[src/rtl/ext_pkg.sv]
// Shared constants and types for the sign-extender arbiter slice.
package ext_pkg;
  localparam int IN_W  = 24;
  localparam int OUT_W = 32;
  localparam int CNT_W = 16;

  localparam logic SIGNOP_SIGN = 1'b1;
  localparam logic SIGNOP_ZERO = 1'b0;

  typedef logic req_id_t;

  typedef enum logic {
    ST_EMPTY = 1'b0,
    ST_FULL  = 1'b1
  } rsp_state_e;
endpackage

[src/rtl/sign_extender.sv]
// Combinational immediate extender: sign- or zero-extends IN_W bits to OUT_W bits.
module sign_extender
  import ext_pkg::*;
(
  input  logic [IN_W-1:0]  imm_in,
  input  logic             signop,
  output logic [OUT_W-1:0] ext_out
);

  assign ext_out = (signop == SIGNOP_SIGN) ? {{(OUT_W-IN_W){imm_in[IN_W-1]}}, imm_in}
                                           : {{(OUT_W-IN_W){1'b0}}, imm_in};

endmodule

[src/rtl/ext_arbiter.sv]
// Round-robin share of one sign_extender between two requesters; one-entry registered
// response buffer, result visible the cycle after accept, refills while draining.
module ext_arbiter
  import ext_pkg::*;
#(
  parameter int NREQ = 2
) (
  input  logic             clk,
  input  logic             reset,
  input  logic [NREQ-1:0]  req_valid,
  output logic [NREQ-1:0]  req_ready,
  input  logic [IN_W-1:0]  req_imm0,
  input  logic [IN_W-1:0]  req_imm1,
  input  logic [NREQ-1:0]  req_signop,
  output logic             rsp_valid,
  input  logic             rsp_ready,
  output logic [OUT_W-1:0] rsp_data,
  output req_id_t          rsp_id,
  output logic [CNT_W-1:0] grant_cnt0,
  output logic [CNT_W-1:0] grant_cnt1
);

  // Contention goes to whoever did not win last; a lone requester always wins.
  function automatic req_id_t rr_pick(input logic [NREQ-1:0] valid, input req_id_t last);
    if (&valid) begin
      return ~last;
    end else if (valid[1]) begin
      return 1'b1;
    end else begin
      return 1'b0;
    end
  endfunction

  rsp_state_e       state_q, state_d;
  logic [OUT_W-1:0] data_q, data_d;
  req_id_t          id_q, id_d;
  req_id_t          last_q, last_d;
  logic [CNT_W-1:0] cnt0_q, cnt0_d;
  logic [CNT_W-1:0] cnt1_q, cnt1_d;

  logic             accept;
  req_id_t          gnt_id;
  logic [IN_W-1:0]  ext_imm;
  logic             ext_signop;
  logic [OUT_W-1:0] ext_out;

  always_comb begin
    accept     = !reset && ((state_q == ST_EMPTY) || rsp_ready) && (|req_valid);
    gnt_id     = rr_pick(req_valid, last_q);
    ext_imm    = gnt_id ? req_imm1 : req_imm0;
    ext_signop = req_signop[gnt_id];
    req_ready  = '0;
    if (accept) begin
      req_ready[gnt_id] = 1'b1;
    end
  end

  sign_extender u_sign_extender (
    .imm_in  (ext_imm),
    .signop  (ext_signop),
    .ext_out (ext_out)
  );

  always_comb begin
    state_d = state_q;
    data_d  = data_q;
    id_d    = id_q;
    last_d  = last_q;
    cnt0_d  = cnt0_q;
    cnt1_d  = cnt1_q;
    if (accept) begin
      state_d = ST_FULL;
      data_d  = ext_out;
      id_d    = gnt_id;
      last_d  = gnt_id;
      if (gnt_id) begin
        cnt1_d = cnt1_q + CNT_W'(1);
      end else begin
        cnt0_d = cnt0_q + CNT_W'(1);
      end
    end else if ((state_q == ST_FULL) && rsp_ready) begin
      state_d = ST_EMPTY;
    end
  end

  always_ff @(posedge clk) begin
    if (reset) begin
      state_q <= ST_EMPTY;
      data_q  <= '0;
      id_q    <= 1'b0;
      last_q  <= 1'b1;
      cnt0_q  <= '0;
      cnt1_q  <= '0;
    end else begin
      state_q <= state_d;
      data_q  <= data_d;
      id_q    <= id_d;
      last_q  <= last_d;
      cnt0_q  <= cnt0_d;
      cnt1_q  <= cnt1_d;
    end
  end

  assign rsp_valid  = (state_q == ST_FULL);
  assign rsp_data   = data_q;
  assign rsp_id     = id_q;
  assign grant_cnt0 = cnt0_q;
  assign grant_cnt1 = cnt1_q;

endmodule
[config.mk]
export PLATFORM = sky130hd
export DESIGN_NAME = ext_arbiter
export DESIGN_NICKNAME = d
export VERILOG_FILES = /design/src/rtl/ext_pkg.sv /design/src/rtl/sign_extender.sv /design/src/rtl/ext_arbiter.sv
export SDC_FILE = /design/constraint.sdc
export NUM_CORES = 1
export LEC_CHECK = 0
export CAP_MARGIN = 20
export CORE_ASPECT_RATIO = 1.4
export CORE_MARGIN = 2
export CORE_UTILIZATION = 44
export DETAILED_ROUTE_END_ITERATION = 10
export PLACE_DENSITY = 0.79
export SYNTH_ARGS = -nofsm -noshare
export SYNTH_HDL_FRONTEND = slang
export SYNTH_HIERARCHICAL = 1
export SYNTH_SLANG_ARGS = --single-unit
[constraint.sdc]
create_clock -name clk -period 2.95 [get_ports clk]
set_clock_uncertainty 0.2 [all_clocks]
set_input_delay 0.59 -clock clk [delete_from_list [all_inputs] [get_ports clk]]
set_output_delay 0.59 -clock clk [all_outputs]
set_load 0.05 [all_outputs]
==> results.cfg <==
[setup_path]
cpPeakStageDelay_ns = 0.54
path_max_fanout = 4
required_ns = 2.16
worst-setup-path-type = in2out
cp.arrival_ns = 2.06
crit_chain = clkdlybuf4s50_1, nor2b_1, or4b_1, inv_1, buf_12
critical_path.top_delay_family = buffers and inverters
slowest_stage = or4b_1
endpoint_kind = output pin
worst_setup_path_start_kind = input port
path_buf_inv = 3

[cts]
post_cts_resized = 0
clockBufferDepth = 2
cts_root_buffer = clkbuf_8
clk_latency_ns = 0.33
cts_buffers = 9
tritoncts = done
holdBufCountCts = 0
ctsHtreeMaxLevel = 3
clk_pin_slew_worst_paths_ns = 0.07
cts_setup_buffers = 0
cts_sinks = 67

[power]
sw_frac_of_total_pct = 27.4
power_density_mw_per_mm2 = 525
p_leak_nw = 1.84
p_int_mw = 1.78
seq_power_share_pct = 40.0
vdd_drop_max_mv = 0.315
pwr-share-comb_pct = 20.6
switchingPower_mw = 0.670
power_frac_clock_pct = 39.4

[global_route]
grt_pass1_vias = 3012
grt_pass1_wl_um = 13600
grt_use_met2_pct = 35.8
busiest_layer = met2
grtUsageTotal_pct = 20.6
grt_overflow = 0
use_met1_pct = 22.6
grt_max_degree = 33
antenna_found_initial = 0
grt_use_met3_pct = 5.91

[routing]
drt_first_pass_iters = 4
drt_iter0_drc = 169
drc = 0
viasPerCell = 5.21
ant_nets = 0
drt-wirelength-per-cell_um = 13.6
route.vias.total = 3054
drt-total-wl_um = 7970

[floorplanning]
row_count = 37
die_h_um = 105
start_util_pct = 44.8
core_area_mm2 = 0.00722
ioPinCount = 123
die_area_mm2 = 0.00806
chipWidth_um = 76.5

[cells_and_area]
nets = 541
area_delta_synth_final_pct = 44.2
drive_gt1_share_pct = 12.9
antenna_cells = 0
fin_cells = 586

[synth]
synth_area_leaders = dfxtp_1 41%, mux2_2 8.7%, nand2_1 8.7%, buf_4 7.2%, nand3_1 6.7%
ys_warn_count = 6
synth_top_family_by_area = simple AND/OR/NAND/NOR gates
yosysSeqAreaShare_pct = 41.5
synth_compound_area_share_pct = 8.09
syn_inst = 387
syn-cell-area_mm2 = 0.00323
synth.most_common_cell = nand2_1
synth_nets = 444
synth-simple-area-share_pct = 27.2
async_flop_share_pct = 0
synth.distinct_cells = 35
synthTopCellsByCount = 75 x nand2_1, 67 x dfxtp_1, 43 x nand3_1
synthAdderAreaFrac_pct = 0.774
dominantRegCellSynth = dfxtp_1
yosysTopAreaCellShare_pct = 41.5
ys_seq_elements = 67
yosysTopAreaCell = dfxtp_1
avgSynthCellArea_um2 = 8.36
synth_edf_count = 0
synth.area.mux_share_pct = 9.63
synthXorXnorAreaFrac_pct = 2.17

[timing]
fin_setup_tns_ns = 0
fin_crit_sh_pct = 96.5
max_clock_freq_ghz = 0.351
post-route-min-period_ns = 2.85
rsz0062_at_grt = no
finalMaxSlewViolations = 0
finalHoldViolCount = 0
slew_headroom_pct = 64.0
worstMarginPinSlew_ns = 0.538
finalSetupViolCount = 0

[place]
portBuffers = 122
dp_hpwl_um = 5880
gp_congestion = 0.875
place_inst = 570

[status]
status = completed

[flow_run]
drv_cap = 0

[min_path]
hold_path.class = reg2reg
## per-stage QoR
step | setup WS, ns | hold WS [ns] | util [%] | total power [mW] | cell area [µm²]
global placement | 0.128 | 0.240 | 61.0 | 1.50 | 4410
global route | 0.0374 | 0.279 | 64.6 | 2.54 | 4660
floorplan | 0.437 | 0.303 | - | 1.34 | 3230
CTS | 0.0923 | 0.256 | 64.6 | 2.46 | 4660
finish | 0.103 | 0.251 | 64.6 | 2.45 | 4660
detailed placement | 0.0786 | 0.244 | 61.0 | 1.50 | 4410
## cells in the final DEF (no fill, tap or decap), drive strengths merged, types with 2 or more instances in the layout
master         count
bufinv             3
nor3               2
buf               19
nor2              12
and2               2
o311ai             2
o31ai              3
inv                7
o41ai              3
ha                 2
or3               15
and3               4
dfxtp             67
mux2i              3
xor2               4
a21oi             21
or4                5
clkdlybuf4s50    120
clkbuf            11
mux2              25
nand4b             2
nand4             10
xnor2              4
and4               2
o21ai             14
nand2             75
nand3             43
nor2b              2
## area by class of cell
| cell class | instances | area, µm² |
|---|---|---|
| fillers | 624 | 2560 |
| multi-input cells | 261 | 1550 |
| repair buffers | 139 | 1370 |
| flip-flops and latches | 67 | 1340 |
| clock buffers | 11 | 151 |
| well taps | 97 | 121 |
| clock inverters | 5 | 108 |
| inverters | 6 | 22.5 |
## flip-flops by register name (all words and copies together) (netlist names)
signal      cells
rsp_data       32
grant_cnt0     16
grant_cnt1     16
last_q          1
rsp_id          1
rsp_valid       1
## power groups by stage
stage                     sequential (mW)  clock [mW]  combinational (mW)
after floorplan                      1.16           0               0.181
after detailed placement            0.999           0               0.505
final                               0.979       0.964               0.504
after global placement              0.998           0               0.501
after CTS                           0.980       0.978               0.507
after global routing                0.986        1.02               0.536
## metal layers
metal | routed length (µm) | vias to the layer above | part of all wire [%]
met4 | 240 | 0 | 3.0
met1 | 3110 | 1411 | 39
li1 | - | 1507 | -
met2 | 4060 | 113 | 51
met3 | 554 | 23 | 7.0
met5 | 0 | - | 0
## final timing paths
kind / startpoint / endpoint / slack [ns] / depth (start not counted)
worst max-delay path: req_valid[1] / req_ready[0] / 0.10 / 5
worst min-delay path: rsp_data[9] / rsp_data[9] / 0.25 / 2
worst max register to register: rsp_valid / grant_cnt0[9] / 0.77 / 6
worst min register to register: rsp_data[9] / rsp_data[9] / 0.25 / 2
## cell families after synthesis
kind of cell,after synthesis
AND/OR/NAND/NOR,178
flip-flops,67
buffers and inverters,59
AO/OA/AOI/OAI,45
multiplexers,28
XOR/XNOR,8
adder cells (fa/ha/maj),2
## tightest hold or removal path, cell delays in order (launching register included)
cell and delay, ns:
dfxtp_1 0.31, nand3_1 0.06, nand2_1 0.04
No activity file was read; power rests on OpenSTA's default activity.
